--- config.mk ---
export PLATFORM = sky130hd
export DESIGN_NAME = alu_issue_ctrl
export DESIGN_NICKNAME = d
export VERILOG_FILES = /design/src/rtl/alu_issue_ctrl.sv
export SDC_FILE = /design/constraint.sdc
export NUM_CORES = 1
export LEC_CHECK = 0
export BUFFER_PORTS_ARGS = -buffer_cell sky130_fd_sc_hd__buf_2
export CORE_MARGIN = 2
export CORE_UTILIZATION = 60
export DETAILED_ROUTE_END_ITERATION = 16
export PLACE_DENSITY_LB_ADDON = 0.25
export SETUP_SLACK_MARGIN = 0.4
export SYNTH_ARGS = -nofsm -noshare
export SYNTH_HDL_FRONTEND = slang
export SYNTH_SLANG_ARGS = --single-unit
--- constraint.sdc ---
create_clock -name clk -period 4.05 [get_ports clk]
set_input_delay 0.2025 -clock clk [delete_from_list [all_inputs] [get_ports clk]]
set_output_delay 0.2025 -clock clk [all_outputs]
set_load 0.05 [all_outputs]
--- src/rtl/alu_issue_ctrl.sv ---
// alu_issue_ctrl: queues ALU commands in a small FIFO, issues them one at a
// time to an external ALU with a fixed latency, and holds each captured
// result until the consumer accepts it.
module alu_issue_ctrl #(
  parameter int DEPTH   = 4,
  parameter int ALU_LAT = 1
) (
  input  logic                     clk,
  input  logic                     reset,
  input  logic                     in_valid,
  output logic                     in_ready,
  input  logic [3:0]               in_opcode,
  input  logic [7:0]               in_a,
  input  logic [7:0]               in_b,
  output logic                     alu_enable,
  output logic [3:0]               alu_opcode,
  output logic [7:0]               alu_a,
  output logic [7:0]               alu_b,
  input  logic [7:0]               alu_sum,
  input  logic                     alu_carry,
  input  logic                     alu_of,
  output logic                     res_valid,
  input  logic                     res_ready,
  output logic [7:0]               res_sum,
  output logic                     res_carry,
  output logic                     res_of,
  output logic [3:0]               res_opcode,
  output logic [$clog2(DEPTH):0]   fifo_count
);

  localparam int AW = $clog2(DEPTH);
  localparam int CW = (ALU_LAT > 1) ? $clog2(ALU_LAT) : 1;
  localparam logic [AW:0]   FULL_CNT  = (AW + 1)'(DEPTH);
  localparam logic [CW-1:0] WAIT_INIT = CW'(ALU_LAT - 1);

  typedef enum logic [1:0] {S_IDLE, S_ISSUE, S_WAIT, S_HOLD} state_t;

  state_t        r_state;
  state_t        w_next;
  logic [19:0]   r_mem [DEPTH];
  logic [AW-1:0] r_wptr;
  logic [AW-1:0] r_rptr;
  logic [AW:0]   r_count;
  logic [CW-1:0] r_wcnt;
  logic [3:0]    r_alu_op;
  logic [7:0]    r_alu_a;
  logic [7:0]    r_alu_b;
  logic          r_res_valid;
  logic [7:0]    r_res_sum;
  logic          r_res_carry;
  logic          r_res_of;
  logic [3:0]    r_res_op;

  logic w_push;
  logic w_hs;
  logic w_pop;
  logic w_capture;
  logic w_nonempty;

  // Handshake and pop/capture qualifiers; a pop happens whenever the FSM
  // is free to take the next head (IDLE, or HOLD being released).
  always_comb begin
    w_nonempty = (r_count != '0);
    w_push     = in_valid && in_ready;
    w_hs       = (r_state == S_HOLD) && res_ready;
    w_pop      = w_nonempty && ((r_state == S_IDLE) || w_hs);
    w_capture  = (r_state == S_WAIT) && (r_wcnt == '0);
  end

  // FSM state register.
  always_ff @(posedge clk) begin
    if (!reset) r_state <= S_IDLE;
    else        r_state <= w_next;
  end

  // FSM next-state logic.
  always_comb begin
    w_next = r_state;
    case (r_state)
      S_IDLE:  if (w_nonempty) w_next = S_ISSUE;
      S_ISSUE: w_next = S_WAIT;
      S_WAIT:  if (r_wcnt == '0) w_next = S_HOLD;
      S_HOLD:  if (res_ready) w_next = w_nonempty ? S_ISSUE : S_IDLE;
      default: w_next = S_IDLE;
    endcase
  end

  // FSM outputs; in_ready drops while reset is asserted and whenever full.
  always_comb begin
    alu_enable = (r_state == S_ISSUE);
    in_ready   = (r_count < FULL_CNT) && reset;
  end

  // Command FIFO: pointers wrap naturally because DEPTH is a power of two.
  always_ff @(posedge clk) begin
    if (!reset) begin
      r_wptr  <= '0;
      r_rptr  <= '0;
      r_count <= '0;
    end else begin
      if (w_push) begin
        r_mem[r_wptr] <= {in_opcode, in_a, in_b};
        r_wptr        <= r_wptr + 1'b1;
      end
      if (w_pop) r_rptr <= r_rptr + 1'b1;
      case ({w_push, w_pop})
        2'b10:   r_count <= r_count + 1'b1;
        2'b01:   r_count <= r_count - 1'b1;
        default: r_count <= r_count;
      endcase
    end
  end

  // Operand, wait-counter and result registers. Operands load only on a
  // pop, so they stay put from ISSUE through the capture edge.
  always_ff @(posedge clk) begin
    if (!reset) begin
      r_alu_op    <= '0;
      r_alu_a     <= '0;
      r_alu_b     <= '0;
      r_wcnt      <= '0;
      r_res_valid <= 1'b0;
      r_res_sum   <= '0;
      r_res_carry <= 1'b0;
      r_res_of    <= 1'b0;
      r_res_op    <= '0;
    end else begin
      if (w_pop) {r_alu_op, r_alu_a, r_alu_b} <= r_mem[r_rptr];
      if (r_state == S_ISSUE)                       r_wcnt <= WAIT_INIT;
      else if (r_state == S_WAIT && r_wcnt != '0)   r_wcnt <= r_wcnt - 1'b1;
      if (w_capture) begin
        r_res_valid <= 1'b1;
        r_res_sum   <= alu_sum;
        r_res_carry <= alu_carry;
        r_res_of    <= alu_of;
        r_res_op    <= r_alu_op;
      end else if (w_hs) begin
        r_res_valid <= 1'b0;
      end
    end
  end

  assign alu_opcode = r_alu_op;
  assign alu_a      = r_alu_a;
  assign alu_b      = r_alu_b;
  assign res_valid  = r_res_valid;
  assign res_sum    = r_res_sum;
  assign res_carry  = r_res_carry;
  assign res_of     = r_res_of;
  assign res_opcode = r_res_op;
  assign fifo_count = r_count;

endmodule

==> run metrics <==
run status finished clean; mean area per synthesized cell 15.6 µm²; antenna viol nets, final 0; max-slew violation count 0; remaining max-slew budget at the tightest pin 27.7%; FMAX 371 MHz; Detailed Route WL 9.16 mm; WP data required 4.48 ns; adder and majority gate portion of the synthesized area 3.05%; element type at the critical path end flip-flop; CP Cell Sequence inv_1 > ha_1 > a21oi_1 > nor2_2 > buf_4 > ha_1 > fa_1 > xnor2_1 > or3_1 > a21boi_0; setup repair after global routing missed its margin no; number of nets at the end of the flow 461; number of placement rows 32; sequential share of the synthesized area 69.4%; setup violation total in the final timing report 0; all-layer global routing usage 23.2%; final period demand of the worst path 2.69 ns; Synth area leader sky130_fd_sc_hd__edfxtp_1; pin count of the biggest net entering global routing 49; Finished Cell Area 6080 µm²; total number of clock tree sinks 125; routability-driven placement congestion ratio 0.851; clock latency reported for the late side of the worst-skew pair 0.50 ns; critical path's slowest cell sky130_fd_sc_hd__dfxtp_1; Reg2Reg Setup Slack 1.36 ns; chip height 93.1 µm; Hold WC Path Type in2reg; clock slew at the register clock pins of the worst setup and hold paths 0.06 ns; cts bufs inserted 17; Core ar. 7690 µm²; global-route congestion overflow total 0; dominant delay contributor by cell family on the critical path adder cells; post-detail-place hpwl 5.03 mm; top cells by area, synth sky130_fd_sc_hd__edfxtp_1 50%, sky130_fd_sc_hd__dfxtp_1 19%, sky130_fd_sc_hd__mux4_2 9.5%; TritonCTS clock tree done; crit path DAT 3.12 ns; Max H-tree Level 4; Synth Net Count 351; first element of the critical path r_state[0]$_SDFFE_PN0P_; cell area after placement 5200 µm²; IR drop worst, VDD 0.401 mV; Static Leakage 2.26 nW; Diodes inserted 0; cell at the root of the clock tree sky130_fd_sc_hd__clkbuf_8; number of warnings reported in the yosys synthesis log 0; simple-gate area share of the yosys netlist 7.63%; total power density per cell area 750 nW/µm²; post-synthesis cell count 306; fraction of layout instances using a drive strength above 1 30.1%; Sum Neg Setup Slack 0 ns; complex-gate fraction of the synthesized area 7.10%; global-route wire length before repair 14.8 mm; most used flip-flop cell after synthesis sky130_fd_sc_hd__edfxtp_1; dominant combinational cell family by area after synthesis multiplexers; via count of the first global-routing pass 2977; post-synthesis share of cell area spent on xor and xnor gates 0.920%; number of cells on the critical path 10; Die W 93.1 µm; quantity of I/O buffers inserted on ports 73; cell with the most instances on the worst path sky130_fd_sc_hd__ha_1; clock tree skew after final layout 0.00815 ns; number of distinct library cell variants in the gate-level netlist after synthesis 33; total iterations of the first detailed-routing run 4; pre-CTS WS 1.42 ns; number of remaining DRC errors 0; area of the die 8660 µm²; number of maximum-capacitance constraint violations 0; number of DRC markers in iteration 0 195; #FFs+latches synth 125; Buf/Inv on CP 2; kind of launch point of the worst setup path flip-flop; Vias 2879; initial antenna violation count 0; Via density 5.42; combined area of all synthesized cells 4760 µm²; top-area cell type share of the netlist area 50.5%; quantity of gates resized following cts 0; Worst Max-Slew Pin Slew 1.08 ns; Routed WL per cell 17.3 µm; Reg-to-Reg End fifo_count[2]$_SDFFE_PN0P_; count of filler cells inserted in the layout 430; number of setup buffers added after CTS 0; capture point of the worst path fifo_count[2]$_SDFFE_PN0P_; num ports 74; portion of netlist area occupied by mux cells 9.89%; count of final hold-check violations 0; Final Worst Setup Slack 1.36 ns; layout-stage area growth over the synthesis result 27.7%; CP Max Fanout 23; effective utilization at floorplan 61.9%; proportion of register bits with asynchronous set or reset after synthesis 0%; worst flop-to-flop path startpoint r_state[0]$_SDFFE_PN0P_; Worst Reg2Reg Path Length in Cells 10; # hold bufs at CTS 30; Critical Path Max Stage Delay 0.44 ns; number of enable flip-flop cells after synthesis 80; Tcrit/Tclk final 66.5%; maximum root-to-sink buffer count 2; startpoint-to-endpoint class of the critical path reg2reg
final cells by class:
cell class,count,area [µm²],share of cell area (%)
timing repair buffer,106,688,11.3
tap,102,128,2.10
multi-input combinational,160,1360,22.4
clock inverter,15,163,2.68
sequential,125,3300,54.3
inverter,6,22.5,0.371
clock buffer,17,414,6.81
how the worst min path moves through the flow:
stage | startpoint | end | slack [ns] | cells past startpoint
2_1_floorplan | in_b[0] | r_mem[0][0]$_DFFE_PP_ | 0.30 | 0
3_3_place_gp | in_b[7] | r_mem[1][7]$_DFFE_PP_ | 0.41 | 1
3_5_place_dp | in_b[2] | r_mem[0][2]$_DFFE_PP_ | 0.42 | 1
4_1_cts | res_ready | res_valid$_SDFFE_PN0P_ | 0.05 | 4
5_1_grt | res_ready | res_valid$_SDFFE_PN0P_ | 0.10 | 4
6_report | res_ready | res_valid$_SDFFE_PN0P_ | 0.07 | 4
worst register-to-register path, cell delays in order, from the launching register on:
cell and delay, ns:
sky130_fd_sc_hd__dfxtp_1 0.44, sky130_fd_sc_hd__inv_1 0.13, sky130_fd_sc_hd__ha_1 0.25, sky130_fd_sc_hd__a21oi_1 0.27, sky130_fd_sc_hd__nor2_2 0.06, sky130_fd_sc_hd__buf_4 0.23
sky130_fd_sc_hd__ha_1 0.25, sky130_fd_sc_hd__fa_1 0.38, sky130_fd_sc_hd__xnor2_1 0.15, sky130_fd_sc_hd__or3_1 0.30, sky130_fd_sc_hd__a21boi_0 0.15
sequential cells by signal (all words and copies together) (netlist names):
name / cells
alu_opcode: 4
res_sum: 8
r_mem: 80
r_wcnt: 1
res_of: 1
alu_b: 8
r_rptr: 2
alu_a: 8
r_wptr: 2
r_state: 2
res_opcode: 4
fifo_count: 3
res_valid: 1
res_carry: 1
cells by family (layout without fill, tap and decap cells):
family                     Yosys count  count (layout)
DFF                                125             125
and+or+nand+nor                     79              79
AOI/OAI and AO/OA                   43              43
muxes                               22              22
buffers and inverters               21             144
adders and majority gates           11              11
xor gates and xnor gates             5               5
per-layer routing:
metal	track usage (%)	part of all wire [%]	up-vias
met5	0	0	-
met4	8.58	1.7	0
met3	6.53	5.3	15
met2	40.9	52	92
met1	27.2	41	1408
li1	-	-	1364
cell usage in the layout, fill, tap and decap left out, types with 3 or more instances in the layout:
cell type	netlist	final
sky130_fd_sc_hd__buf_2	4	73
sky130_fd_sc_hd__a21oi_1	3	3
sky130_fd_sc_hd__a21boi_0	15	15
sky130_fd_sc_hd__mux4_2	20	20
sky130_fd_sc_hd__buf_4	1	3
sky130_fd_sc_hd__and2_1	6	6
sky130_fd_sc_hd__dfxtp_1	45	45
sky130_fd_sc_hd__clkbuf_16	0	16
sky130_fd_sc_hd__inv_1	6	6
sky130_fd_sc_hd__xnor2_1	3	3
sky130_fd_sc_hd__inv_6	0	5
sky130_fd_sc_hd__nor2b_1	5	5
sky130_fd_sc_hd__o2bb2ai_1	20	20
sky130_fd_sc_hd__edfxtp_1	80	80
sky130_fd_sc_hd__and3_1	4	4
sky130_fd_sc_hd__ha_1	10	10
sky130_fd_sc_hd__clkinvlp_4	0	5
sky130_fd_sc_hd__dlygate4sd3_1	0	30
sky130_fd_sc_hd__nand2_1	54	54
report_power, final:
group	internal [W]	total [W]	switching, W
clock	0.000883	0.00145	0.000563
sequential	0.00156	0.00168	0.000126
combinational	0.000487	0.00143	0.000946
synth_stat cells, types with 2 or more instances:
master,count
sky130_fd_sc_hd__a21boi_0,15
sky130_fd_sc_hd__a21oi_1,3
sky130_fd_sc_hd__and2_1,6
sky130_fd_sc_hd__and3_1,4
sky130_fd_sc_hd__buf_2,4
sky130_fd_sc_hd__clkbuf_1,9
sky130_fd_sc_hd__dfxtp_1,45
sky130_fd_sc_hd__edfxtp_1,80
sky130_fd_sc_hd__ha_1,10
sky130_fd_sc_hd__inv_1,6
sky130_fd_sc_hd__mux2i_1,2
sky130_fd_sc_hd__mux4_2,20
sky130_fd_sc_hd__nand2_1,54
sky130_fd_sc_hd__nand2b_1,2
sky130_fd_sc_hd__nor2b_1,5
sky130_fd_sc_hd__o21ai_0,2
sky130_fd_sc_hd__o2bb2ai_1,20
sky130_fd_sc_hd__xnor2_1,3
sky130_fd_sc_hd__xor2_1,2
through the flow:
stage	instances	hold slack [ns]	util, %	total power (W)
3_3_place_gp	469	0.412	67.7	0.00306
3_5_place_dp	469	0.419	67.7	0.00310
2_1_floorplan	306	0.301	-	0.00279
4_1_cts	531	0.0511	79.1	0.00459
5_1_grt	531	0.101	79.1	0.00477
6_report	531	0.0681	79.1	0.00456
Note: power is estimated with default switching activity, not from simulation.
